`src/rtl/axi4_stream_if.sv`:
```
// AXI4-Stream bundle with a shared clock/reset pair.
// N lanes of DW bits each; lane 0 sits in the low bits of TDATA.
interface axi4_stream_if #(
   parameter int N  = 1,
   parameter int DW = 16
) (
   input logic ACLK,
   input logic ARESETn
);
   logic [N*DW-1:0] TDATA;
   logic [N-1:0]    TKEEP;
   logic            TLAST;
   logic            TVALID;
   logic            TREADY;

   modport snk (
      input  ACLK, ARESETn,
      input  TDATA, TKEEP, TLAST, TVALID,
      output TREADY
   );

   modport src (
      input  TREADY,
      output TDATA, TKEEP, TLAST, TVALID
   );
endinterface

```
`src/rtl/axi4_stream_pack.sv`:
```
// Packs single-lane stream beats into DNO-lane words.
// Lane 0 carries the oldest sample; TLAST closes a short word.
module axi4_stream_pack #(
   parameter int DNO = 2,
   parameter int DW  = 16
) (
   input logic         ena,
   input logic         clr,
   axi4_stream_if.snk  sti,
   axi4_stream_if.src  sto
);
   localparam int CW = $clog2(DNO);

   logic                     clk;
   logic                     rst_n;
   logic [CW-1:0]            cnt;
   logic [DNO-2:0][DW-1:0]   bdat;
   logic [DNO-2:0]           bkeep;
   logic [DNO-1:0][DW-1:0]   odat;
   logic [DNO-1:0][DW-1:0]   wdat;
   logic [DNO-1:0]           okeep;
   logic [DNO-1:0]           wkeep;
   logic                     olast;
   logic                     ovld;
   logic                     rdy;
   logic                     ifire;
   logic                     ofire;
   logic                     full;
   logic                     done;

   assign clk   = sti.ACLK;
   assign rst_n = sti.ARESETn;

   // rst_n term keeps TREADY low for the whole reset window
   assign rdy   = rst_n & ena & ~clr & (~ovld | sto.TREADY);
   assign ifire = sti.TVALID & rdy;
   assign ofire = ovld & ena & sto.TREADY;
   assign full  = (cnt == CW'(DNO - 1));
   assign done  = ifire & (full | sti.TLAST);

   for (genvar i = 0; i < DNO; i++) begin : g_lane
      if (i < DNO - 1) begin : g_buf
         assign wdat[i]  = (CW'(i) < cnt)  ? bdat[i]    :
                           (CW'(i) == cnt) ? sti.TDATA  : '0;
         assign wkeep[i] = (CW'(i) < cnt)  ? bkeep[i]   :
                           (CW'(i) == cnt) ? sti.TKEEP[0] : 1'b0;

         always_ff @(posedge clk) begin
            if (ifire & ~done & (cnt == CW'(i)))
               bdat[i] <= sti.TDATA;
         end

         always_ff @(posedge clk or negedge rst_n) begin
            if (!rst_n)
               bkeep[i] <= 1'b0;
            else if (ifire & ~done & (cnt == CW'(i)))
               bkeep[i] <= sti.TKEEP[0];
         end
      end else begin : g_top
         assign wdat[i]  = (CW'(i) == cnt) ? sti.TDATA    : '0;
         assign wkeep[i] = (CW'(i) == cnt) ? sti.TKEEP[0] : 1'b0;
      end
   end

   always_ff @(posedge clk or negedge rst_n) begin
      if (!rst_n) begin
         cnt   <= '0;
         ovld  <= 1'b0;
         okeep <= '0;
         olast <= 1'b0;
      end else if (clr) begin
         cnt   <= '0;
         ovld  <= 1'b0;
      end else if (done) begin
         cnt   <= '0;
         ovld  <= 1'b1;
         okeep <= wkeep;
         olast <= sti.TLAST;
      end else begin
         if (ifire)
            cnt <= cnt + CW'(1);
         if (ofire)
            ovld <= 1'b0;
      end
   end

   always_ff @(posedge clk) begin
      if (done)
         odat <= wdat;
   end

   assign sti.TREADY = rdy;
   assign sto.TVALID = ovld & ena;
   assign sto.TDATA  = odat;
   assign sto.TKEEP  = okeep;
   assign sto.TLAST  = olast;
endmodule

```
`src/flat_wrapper.sv`:
```
// flat-port wrapper written by rule: the top's interface ports become plain ports
module axi4_stream_pack_flat 
#(
   parameter int DNO = 2,
   parameter int DW  = 16
)
  (ena, clr, ACLK, ARESETn, sti_TDATA, sti_TKEEP, sti_TLAST, sti_TVALID, sti_TREADY, sto_TREADY, sto_TDATA, sto_TKEEP, sto_TLAST, sto_TVALID);
  axi4_stream_if #(.N(1), .DW(DW)) sti_i (.ACLK(ACLK), .ARESETn(ARESETn));
  axi4_stream_if #(.N(DNO), .DW(DW)) sto_i (.ACLK(ACLK), .ARESETn(ARESETn));
  input logic ena;
  input logic clr;
  input wire logic ACLK;
  input wire logic ARESETn;
  input wire logic [$bits(sti_i.TDATA)-1:0] sti_TDATA;
  input wire logic [$bits(sti_i.TKEEP)-1:0] sti_TKEEP;
  input wire logic [$bits(sti_i.TLAST)-1:0] sti_TLAST;
  input wire logic [$bits(sti_i.TVALID)-1:0] sti_TVALID;
  output wire logic [$bits(sti_i.TREADY)-1:0] sti_TREADY;
  input wire logic [$bits(sto_i.TREADY)-1:0] sto_TREADY;
  output wire logic [$bits(sto_i.TDATA)-1:0] sto_TDATA;
  output wire logic [$bits(sto_i.TKEEP)-1:0] sto_TKEEP;
  output wire logic [$bits(sto_i.TLAST)-1:0] sto_TLAST;
  output wire logic [$bits(sto_i.TVALID)-1:0] sto_TVALID;
  assign sti_i.TDATA = sti_TDATA;
  assign sti_i.TKEEP = sti_TKEEP;
  assign sti_i.TLAST = sti_TLAST;
  assign sti_i.TVALID = sti_TVALID;
  assign sti_TREADY = sti_i.TREADY;
  assign sto_i.TREADY = sto_TREADY;
  assign sto_TDATA = sto_i.TDATA;
  assign sto_TKEEP = sto_i.TKEEP;
  assign sto_TLAST = sto_i.TLAST;
  assign sto_TVALID = sto_i.TVALID;
  axi4_stream_pack #(.DNO(DNO), .DW(DW)) u_core (.ena(ena), .clr(clr), .sti(sti_i), .sto(sto_i));
endmodule
```
`config.mk`:
```
export PLATFORM = sky130hd
export DESIGN_NAME = axi4_stream_pack_flat
export DESIGN_NICKNAME = d
export VERILOG_FILES = /design/src/rtl/axi4_stream_if.sv /design/src/rtl/axi4_stream_pack.sv /design/src/flat_wrapper.sv
export SDC_FILE = /design/constraint.sdc
export NUM_CORES = 1
export LEC_CHECK = 0
export CAP_MARGIN = 20
export CELL_PAD_IN_SITES_DETAIL_PLACEMENT = 1
export CELL_PAD_IN_SITES_GLOBAL_PLACEMENT = 2
export CORE_AREA = 2 2 81 83
export DETAILED_ROUTE_END_ITERATION = 6
export DIE_AREA = 0 0 83 85
export GPL_TIMING_DRIVEN = 0
export HOLD_SLACK_MARGIN = 0.05
export PLACE_DENSITY_LB_ADDON = 0.1
export SLEW_MARGIN = 25
export SYNTH_ARGS = -nofsm -noshare
export SYNTH_HDL_FRONTEND = slang
export SYNTH_SLANG_ARGS = --single-unit
```
`constraint.sdc`:
```
create_clock -name ACLK -period 2.73 [get_ports ACLK]
set_input_delay 0.273 -clock ACLK [delete_from_list [all_inputs] [get_ports ACLK]]
set_output_delay 0.273 -clock ACLK [all_outputs]
set_load 0.05 [all_outputs]
```
### Word level (Yosys, flattened, before mapping)

Index checks and enable logic that the tools add are counted.
W data, S select, Z words.

* bits in registers: 54
* output and inout bits: 37
* logic and storage cells: 39

* add/sub/neg operators: 1
* order comparisons: 1
* multiplexer cells: 11
* bitwise logic cells: 15
* reductions and logical operators: 3

Operators by type and width (number)
* $mux W16: 2
* $and A1 B1 Y1: 9
* $mux W1: 9
* $reduce_bool A3 Y1: 2
* $not A1 Y1: 4
* $or A1 B1 Y1: 2
* $reduce_and A2 Y1: 1
* $add A1 B1 Y1 const B: 1
* $lt A1 B1 Y1 const A: 1

### Longest topological paths before layout

Gate-level depths: netlist of run 1.

* depth after elaboration: 8
* depth in mapped cells: 4

### Worst setup path before layout of run 1

Ideal clock, no wire load.

* path type: in2reg
* from: input port clr
* to: register u_core.odat, in the netlist u_core.sto.TDATA[0], enable pin
* arrival: 1.350 ns
* data required time: 2.343 ns
* slack: 0.993 ns
* stages on the path: 3
* buffers on the path: 0
* path through: and4b_2 -> o211ai_4 -> inv_1

* word-level cells in the longest chain between the ends: 5

Ends and longest elaborated chain
* from (decl): line flat_wrapper.sv:11 `input logic clr;`
* $not A1 Y1 (no source line)
* $and A1 B1 Y1 (2 in a row): line axi4_stream_pack.sv:35 `assign rdy = rst_n & ena & ~clr & (~ovld | sto.TREADY);`
* $and A1 B1 Y1: line axi4_stream_pack.sv:36 `assign ifire = sti.TVALID & rdy;`
* $and A1 B1 Y1: line axi4_stream_pack.sv:39 `assign done = ifire & (full | sti.TLAST);`
* named net u_core.done: line axi4_stream_pack.sv:29 `logic done;`
* to (signal assigned): line axi4_stream_pack.sv:89 `odat <= wdat;`
* to (decl): line axi4_stream_pack.sv:19 `logic [DNO-1:0][DW-1:0] odat;`

The timed path passes the listed nets, and every way through them passes these cells.
A chain may end at the register's enable or synchronous reset.

### Final worst setup path of run 1

* from: input port ARESETn
* to: output port sti_TREADY

* word-level cells in the longest chain between the ends: 3

Ends and longest elaborated chain
* from (decl): line flat_wrapper.sv:13 `input wire logic ARESETn;`
* $and A1 B1 Y1 (3 in a row): line axi4_stream_pack.sv:35
* to (decl): line flat_wrapper.sv:18 `output wire logic [$bits(sti_i.TREADY)-1:0] sti_TREADY;`

No other way between the ends.

==> reports/results.ini, run 1 <==
[setup_path]
critPathMaxFanout=8
r2r-start=u_core.cnt$_DFFE_PN0P_
critPathLaunch=ARESETn
critPathKind=in2out
rr_worst_depth=4
crit_path_end_kind=output port
endpoint=sti_TREADY
cp-start-kind=primary input
r2r_slack_ps=940
required_ps=2460
cp.arrival_ps=1980
reg2reg_to=u_core.bdat[6]$_DFFE_PP_

[layout]
drive_gt1_share_pct=19.0
nNetsFinal=203
n_fill_cell=616
stdcell_count=256
num_antenna_cells=0
areaGrowthSynthToFinish_pct=37.4

[floorplan]
dieArea_um2=7060
chipWidth_um=83
io_pins=61
coreArea_um2=6200
initial_core_util_pct=33.5
die_h_um=85
core.rowCount=29

[grt]
gr-total-overflow=0
grt_usage_pct=12.4
grt_max_degree=33
antenna_found_initial=0
grt_pass1_wl_um=6850
grt_pass1_vias=1335

[power_and_ir_drop]
p_total_w=0.00154
peakVddDrop_uv=248
powerDensity_nw_per_um2=540
p_leak_nw=0.979

[sta]
fmax_ghz=0.443
rsz0062_at_grt=false
drv_slew=0
skew_ps=4.88
fin_crit_ps=2260
setup_viol=0
tightest_slew_ps=744
max_slew_margin_pct=50.4
period_share_pct=82.7
timing.final.hold_violations=0

[cts]
cts.clk_slew.worst_paths_ps=90
clock-sinks=54
worstSkewPairLatency_ps=300
cts_tree=built
cts_root_buf=clkbuf_8
clk_path_buf_depth=2
ctsResizeCount=0
cts_htree_levels=2
holdBufCountCts=0
postCtsSetupRepairBufs=0
cts_buffers=5

[synth]
yosys_warnings=0
synth.avg_cell_area_um2=18.5
synth_edf_count=48
synth_compound_area_share_pct=2.17
synthTopCellsByArea=edfxtp_1 (69%), mux2_2 (8.7%), dfrtp_1 (7.2%), and2_1 (5.1%), mux2_4 (2.2%)
synthMuxAreaShare_pct=10.8
synthAdderAreaFrac_pct=0
syn-num-nets=136
ys.flop_type=edfxtp_1
synthesis.area_um2=2080
postSynthCellCount=112
synthXorXnorAreaFrac_pct=0
synth_top_family_by_area=multiplexers
synth_cell_types=22
synth-seq-area-share_pct=76.6
async_reset_ff_share_pct=11.1
synth-seq-cells=54
ys_top_cells_by_count=edfxtp_1 (48), and2_1 (17), mux2_2 (16)
yosysMostFrequentCell=edfxtp_1
netlist.area_leader.share_pct=69.4
synth_top_area_cell=edfxtp_1
synthSimpleGateAreaFrac_pct=8.86

[detailed_routing]
vias=1197
drtAntennaViolNets=0
dr.pass1.iters=3
drt_iter0_drc=32
vias_per_cell=4.68
wirelength_um=4060
drc=0
post_drt_wl_per_cell_um=15.9

[place]
portBuffers=60
gp_congestion=0.718
dp.final_hpwl_um=2750
dp_cells=249

[worst_hold_path]
holdCritPathClass=in2async

[outcome]
status=completed

[run]
max_cap_violations=0

state kept, by name, indices dropped and copies added, names as in the netlist:
register and cells:
u_core.bkeep 1, u_core.cnt 1, u_core.sto.TDATA 32, u_core.ovld 1, u_core.bdat 16, u_core.sto.TLAST 1, u_core.sto.TKEEP 2
stage by stage:
stage | hold slack [ps] | TNS, ps | setup WS [ps] | instance area (um2) | utilization, %
after floorplan | -22.6 | 0 | 993 | 2080 | -
after global placement | 482 | -2260 | -72.1 | 2770 | 44.7
after detailed placement | 492 | 0 | 295 | 2770 | 44.7
after CTS | 234 | 0 | 435 | 2850 | 46.0
after global routing | 235 | 0 | 362 | 2850 | 46.0
final | 236 | 0 | 474 | 2850 | 46.0
power by group:
group	internal, W	leakage, nW	switching, W	total (W)
logic	0.0000885	0.450	0.0000978	0.000186
clock network	0.000177	0.0373	0.000245	0.000422
registers	0.000923	0.492	0.0000109	0.000934
total	0.00119	0.979	0.000354	0.00154
cell usage in the layout, fill, tap and decap left out:
master / instances
clkdlybuf4s50_1: 60
mux2_2: 16
o21ai_0: 1
nor2_1: 2
and2_1: 17
dfrtp_1: 6
clkbuf_8: 5
inv_2: 1
nand3_1: 2
inv_1: 1
nand2_1: 2
clkinvlp_4: 1
nand3b_1: 1
and4b_2: 1
o211ai_4: 1
buf_4: 2
nand3_2: 1
mux2_4: 3
clkbuf_1: 2
buf_2: 1
nand2b_1: 1
a22o_1: 1
a32o_1: 1
and2_4: 1
nand2b_2: 1
edfxtp_1: 48
worst max-delay path, stage by stage:
cell	delay, ps
clkdlybuf4s50_1	670
nand3_1	130
nor2_1	100
clkdlybuf4s50_1	810
final cells by class:
class | instances | area [um2] | area share, %
clock inverters | 1 | 7.51 | 0.263
repair buffers | 60 | 601 | 21.0
flip-flops and latches | 54 | 1590 | 55.8
plain buffers | 4 | 23.8 | 0.833
inverters | 2 | 7.51 | 0.263
well taps | 77 | 96.3 | 3.38
multi-input cells | 52 | 454 | 15.9
clock buffers | 6 | 72.6 | 2.54
routing by layer:
layer,share of wire [%],wire (um),GRT usage [%]
met2,52,2130,21.4
met3,4.9,200,3.70
met4,1.4,56,4.02
met5,0,0,0
met1,41,1680,15.0
cells by family after synthesis:
logic type             count (synthesis)
DFF                                   54
and+or+nand+nor                       29
muxes                                 19
buffers and inverters                  6
AOI/OAI and AO/OA                      4
worst min path at each step:
stage                                    startpoint                               to  slack (ps)  cells after the start
floorplan                                   ARESETn         u_core.bkeep$_DFFE_PN0P_         -20                      0
global placement    u_core.sto.TKEEP[1]$_DFFE_PN0P_  u_core.sto.TKEEP[1]$_DFFE_PN0P_         480                      1
detailed placement  u_core.sto.TKEEP[1]$_DFFE_PN0P_  u_core.sto.TKEEP[1]$_DFFE_PN0P_         490                      1
CTS                                         ARESETn     u_core.sto.TLAST$_DFFE_PN0P_         230                      1
global route                                ARESETn     u_core.sto.TLAST$_DFFE_PN0P_         230                      1
finish                                      ARESETn     u_core.sto.TLAST$_DFFE_PN0P_         240                      1
(Power assumes the default switching activity.)
==> run 2: changes to the inputs <==
CORE_AREA = 2 2 88 90   (was 2 2 81 83)
DIE_AREA = 0 0 90 92   (was 0 0 83 85)
clock period = 2.05 ns   (was 2.73 ns; I/O delays follow)
==> run 2 against run 1 <==
Compared with the run above: sequential share of layout area is 0.80 points lower; register-to-register slack worse by 450 ps; die area is 17% higher; largest power group unchanged; sequential power is 33% higher; critical path depth is 1 lower; flip-flop and latch count stayed put; highest routed layer unchanged; hold slack worse by 67 ps; critical path type unchanged.
==> reports/results.ini, run 2 (synthesized netlist as in run 1, its figures left out) <==
[detailed_routing]
vias_per_cell=4.20  ; -10%
drt_iter0_drc=28  ; -13%
post_drt_wl_per_cell_um=15.0  ; -5.7%
vias=1183  ; -1.2%
drc=0  ; unchanged
wirelength_um=4220  ; +3.9%
drtAntennaViolNets=0  ; unchanged
dr.pass1.iters=4  ; +1

[power_and_ir_drop]
p_total_w=0.00207  ; +34%
p_leak_nw=0.977  ; -0.22%
combPwrFrac_pct=12.0  ; about the same
swShare_pct=23.4  ; +0.48 points
peakVddDrop_uv=267  ; +7.8%
internal-power_w=0.00158  ; +33%
power_switching_w=0.000484  ; +37%
pwr-share-clk_pct=27.7  ; +0.3 points
seqPwrFrac_pct=60.2  ; -0.3 points
powerDensity_nw_per_um2=713  ; +32%

[cts]
cts_tree=built
cts.clk_slew.worst_paths_ps=90  ; about the same
cts_buffers=5  ; unchanged
holdBufCountCts=0  ; unchanged
cts_htree_levels=2  ; unchanged
ctsResizeCount=2  ; +2
clock-sinks=54  ; unchanged
cts_root_buf=clkbuf_8
postCtsSetupRepairBufs=0  ; unchanged
clk_path_buf_depth=2  ; unchanged
worstSkewPairLatency_ps=300  ; about the same

[floorplan]
core.rowCount=32  ; +10%
io_pins=61  ; unchanged
die_h_um=92  ; +8.2%
chipWidth_um=90  ; +8.4%
coreArea_um2=7450  ; +20%
dieArea_um2=8280  ; +17%
initial_core_util_pct=27.9  ; -5.6 points

[setup_path]
r2r-start=u_core.cnt$_DFFE_PN0P_
rr_worst_depth=4  ; unchanged
endpoint=sto_TVALID
r2r_slack_ps=490  ; -450 ps
critPathLaunch=ena
cp-start-kind=primary input
critPathMaxFanout=4  ; -4
critPathKind=in2out
reg2reg_to=u_core.bdat[3]$_DFFE_PP_
crit_path_end_kind=output port
cp.arrival_ps=1650  ; -330 ps
required_ps=1850  ; -610 ps

[layout]
areaGrowthSynthToFinish_pct=39.4
stdcell_count=282  ; +10%
drive_gt1_share_pct=20.0  ; +1.0 points
most-common-layout-cells=clkdlybuf4s50_1 (59), edfxtp_1 (48), and2_1 (17), mux2_2 (16), dfrtp_1 (6)
mostFrequentLayoutCell=clkdlybuf4s50_1
finalInstanceArea_um2=2900  ; +1.4%
num_antenna_cells=0  ; unchanged
largest_reg_flops=32  ; unchanged
nNetsFinal=203  ; unchanged

[sta]
setup_viol=0  ; unchanged
fmax_ghz=0.539
fin_crit_ps=1860
max_slew_margin_pct=65.6  ; +15 points
period_share_pct=90.6
drv_slew=0  ; unchanged
rsz0062_at_grt=false
timing.final.hold_violations=0  ; unchanged
skew_ps=3.90  ; -0.986 ps
tightest_slew_ps=514  ; -230 ps

[outcome]
status=completed

[grt]
gr-total-overflow=0  ; unchanged
antenna_found_initial=0  ; unchanged
grt_pass1_wl_um=6840  ; -0.10%
grt_pass1_vias=1318  ; -1.3%
grt_max_degree=33  ; unchanged
grt_usage_pct=10.6  ; -1.8 points

[place]
placed_area_um2=2810  ; +1.1%
dp_cells=274  ; +10%
portBuffers=60  ; unchanged
gp_congestion=0.714  ; -0.60%
dp.final_hpwl_um=2870  ; +4.6%

[worst_hold_path]
holdCritPathClass=in2async

[run]
max_cap_violations=0  ; unchanged

run 2: cell type report:
| type | count | area (um2) |
|---|---|---|
| tap | 102 | 128 |
| fill | 778 | 4550 |
| multi-input combinational | 52 | 454 |
| inverter | 2 | 13.8 |
| clock inverter | 3 | 16.3 |
| buffer | 4 | 23.8 |
| clock buffer | 5 | 68.8 |
| sequential | 54 | 1590 |
| timing repair buffer | 60 | 599 |
run 2: critical path, stage by stage:
cell and delay, ps:
clkdlybuf4s50_1 510, and2_1 140, clkdlybuf4s50_1 800
run 2: stage by stage:
step | utilization (%) | setup slack, ps | hold slack, ps | setup TNS, ps
3_3_place_gp | 37.7 | -696 | 492 | -27570
3_5_place_dp | 37.7 | -340 | 486 | -15930
4_1_cts | 38.8 | 8.73 | 167 | 0
2_1_floorplan | - | 381 | -90.6 | 0
5_1_grt | 38.9 | 116 | 181 | 0
6_report | 38.9 | 193 | 169 | 0
run 2: metal layers:
layer / vias to the layer above / share of wire (%) / track usage [%]
met4: 0 / 1.1 / 3.46
met1: 592 / 42 / 12.5
met2: 38 / 51 / 18.4
li1: 549 / - / -
met5: - / 0 / 0
met3: 4 / 5.3 / 3.45
run 2: worst min path at each step:
stage / start / endpoint / slack, ps / cells past startpoint
final: ARESETn / u_core.sto.TLAST$_DFFE_PN0P_ / 170 / 1
after CTS: ARESETn / u_core.sto.TLAST$_DFFE_PN0P_ / 170 / 1
after detailed placement: u_core.sto.TLAST$_DFFE_PN0P_ / u_core.sto.TLAST$_DFFE_PN0P_ / 490 / 1
after floorplan: ARESETn / u_core.bkeep$_DFFE_PN0P_ / -90 / 0
after global routing: ARESETn / u_core.sto.TLAST$_DFFE_PN0P_ / 180 / 1
after global placement: ARESETn / u_core.ovld$_DFFE_PN0P_ / 490 / 1
run 2: power groups by stage:
stage          Clock, W  Combinational, W  Sequential (W)
2_1_floorplan         0         0.0000708         0.00133
3_3_place_gp          0          0.000247         0.00127
3_5_place_dp          0          0.000253         0.00127
4_1_cts        0.000600          0.000253         0.00124
5_1_grt        0.000632          0.000265         0.00125
6_report       0.000573          0.000249         0.00124
==> run 3: changes to the inputs <==
PLACE_DENSITY = 0.76   (was unset)
PLACE_DENSITY_LB_ADDON = unset   (was 0.1)
==> run 3 against run 2 <==
Compared with the run above: count of clock-buffer cells in the layout up 1; non-clock buffer count unchanged; core utilization barely moved; final cell count unchanged; sequential share of layout area is essentially flat; critical path depth stayed put; clock power barely moved; setup slack got worse by 7.9 ps; fmax shrank 0.42%.
==> reports/results.ini, run 3 (synthesized netlist as in run 1, its figures left out) <==
[cts]
clock-sinks=54  ; unchanged
cts_buffers=5  ; unchanged
cts.clk_slew.worst_paths_ps=90  ; about the same
holdBufCountCts=0  ; unchanged
cts_root_buf=clkbuf_8
cts_htree_levels=2  ; unchanged
clk_path_buf_depth=2  ; unchanged
worstSkewPairLatency_ps=300  ; about the same
cts_tree=built

[grt]
use_met2_pct=19.0  ; +0.56 points
top_usage_layer=met2
gr-total-overflow=0  ; unchanged
use_met1_pct=11.8  ; -0.73 points
grt_max_degree=33  ; unchanged
grtUsageMet3_pct=3.53  ; +0.082 points
antenna_found_initial=0  ; unchanged
grt_usage_pct=10.4  ; -0.28 points
grt_pass1_wl_um=6660  ; -2.7%
grt_pass1_vias=1271  ; -3.6%

[place]
pre_cts_slack_ps=-342  ; -2.50 ps
portBuffers=60  ; unchanged
dp.final_hpwl_um=2920  ; +1.4%
gp_congestion=0.669  ; -6.3%

[setup_path]
crit_path_end_kind=output port
rr_worst_depth=4  ; unchanged
cp-start-kind=primary input
cp.arrival_ps=1660  ; about the same
cpPeakStageDelay_ps=800  ; about the same
crit_slowest_cell=clkdlybuf4s50_1
cp_common_cell=clkdlybuf4s50_1
critPathMaxFanout=4  ; unchanged
critPathKind=in2out
crit_chain=clkdlybuf4s50_1, and2_1, clkdlybuf4s50_1
required_ps=1850  ; about the same

[sta]
setup_viol=0  ; unchanged
tightest_slew_ps=525  ; +10.4 ps
setup_tns_ps=0  ; unchanged
fmax_ghz=0.536  ; -0.42%
fin_crit_ps=1860  ; +7.92 ps
timing.final.hold_violations=0  ; unchanged
period_share_pct=91.0  ; +0.39 points
drv_slew=0  ; unchanged
setup_ws_ps=185  ; -7.92 ps
skew_ps=6.92  ; +3.03 ps
whs_ps=173  ; +4.41 ps
rsz0062_at_grt=false
max_slew_margin_pct=64.9  ; -0.70 points

[detailed_routing]
drc=0  ; unchanged
wirelength_um=4210  ; -0.33%
vias_per_cell=4.24  ; +1.0%
drtAntennaViolNets=0  ; unchanged
vias=1195  ; +1.0%
dr.pass1.iters=4  ; unchanged
post_drt_wl_per_cell_um=14.9  ; -0.33%
drt_iter0_drc=22  ; -21%

[floorplan]
core.rowCount=32  ; unchanged
chipWidth_um=90  ; unchanged
dieArea_um2=8280  ; unchanged
io_pins=61  ; unchanged
die_h_um=92  ; unchanged
coreArea_um2=7450  ; unchanged
initial_core_util_pct=27.9  ; unchanged

[layout]
drive_gt1_share_pct=20.0  ; unchanged
largest_reg_flops=32  ; unchanged
regArea_um2=1590  ; unchanged
multi_input_area_um2=454  ; unchanged
mostFrequentLayoutCell=clkdlybuf4s50_1
areaGrowthSynthToFinish_pct=39.5  ; about the same
most-common-layout-cells=clkdlybuf4s50_1 (59), edfxtp_1 (48), and2_1 (17), mux2_2 (16), dfrtp_1 (6)
num_antenna_cells=0  ; unchanged
nNetsFinal=203  ; unchanged
n_fill_cell=776  ; -0.26%

[power_and_ir_drop]
power_switching_w=0.000476  ; -1.6%
pwr-share-clk_pct=27.7  ; about the same
internal-power_w=0.00159  ; +0.44%
combPwrFrac_pct=12.1  ; about the same
peakVddDrop_uv=275  ; +3.0%
swShare_pct=23.1  ; -0.37 points
seqPwrFrac_pct=60.2  ; about the same
p_leak_nw=0.981  ; +0.37%
powerDensity_nw_per_um2=713  ; about the same

[worst_hold_path]
holdCritPathClass=in2async

[outcome]
status=completed

[run]
max_cap_violations=0  ; unchanged

[run 3: routing by layer]
layer / wire [um] / up-vias
met4: 8 / 0
met1: 1810 / 592
met5: 0 / -
met2: 2150 / 53
li1: - / 548
met3: 234 / 2
[run 3: through the flow]
| step | instances | cell area [um2] | power [W] | util, % |
|---|---|---|---|---|
| detailed placement | 274 | 2810 | 0.00152 | 37.7 |
| global route | 282 | 2900 | 0.00216 | 38.9 |
| CTS | 282 | 2890 | 0.00210 | 38.8 |
| floorplan | 112 | 2080 | 0.00140 | - |
| global placement | 274 | 2810 | 0.00152 | 37.7 |
| finish | 282 | 2900 | 0.00206 | 38.9 |
[run 3: power groups by stage]
stage                     sequential (W)  combinational, W  clock (W)
final                            0.00124          0.000251   0.000571
after global routing             0.00125          0.000265   0.000646
after global placement           0.00127          0.000249          0
after CTS                        0.00124          0.000253   0.000600
after detailed placement         0.00127          0.000253          0
after floorplan                  0.00133         0.0000708          0
[run 3: area by class of cell]
class | instances | area share (%)
sequential | 54 | 54.9
timing repair buffer | 60 | 20.7
multi-input combinational | 52 | 15.7
tap | 102 | 4.41
clock buffer | 6 | 2.51
buffer | 4 | 0.821
clock inverter | 2 | 0.475
inverter | 2 | 0.475
[run 3: timing repair]
action                     CTS  global route
setup endpoints to repair    1            48
cloned                       0             0
gates resized for setup      1             3
buffers inserted             0             0
[run 3: worst paths after layout]
check,from,to,slack (ps)
max,ena,sto_TVALID,190
min,ARESETn,u_core.bkeep$_DFFE_PN0P_,170
max reg2reg,u_core.cnt$_DFFE_PN0P_,u_core.bdat[5]$_DFFE_PP_,460
min reg2reg,u_core.bkeep$_DFFE_PN0P_,u_core.bkeep$_DFFE_PN0P_,520
max in group asynchronous,ARESETn,u_core.cnt$_DFFE_PN0P_,1630
min in group ACLK,sti_TDATA[13],u_core.bdat[13]$_DFFE_PP_,510
[run 3: critical path, delay by kind of cell]
kind          cells  cell delay (ps)
buf+inv           2             1310
simple gates      1              140
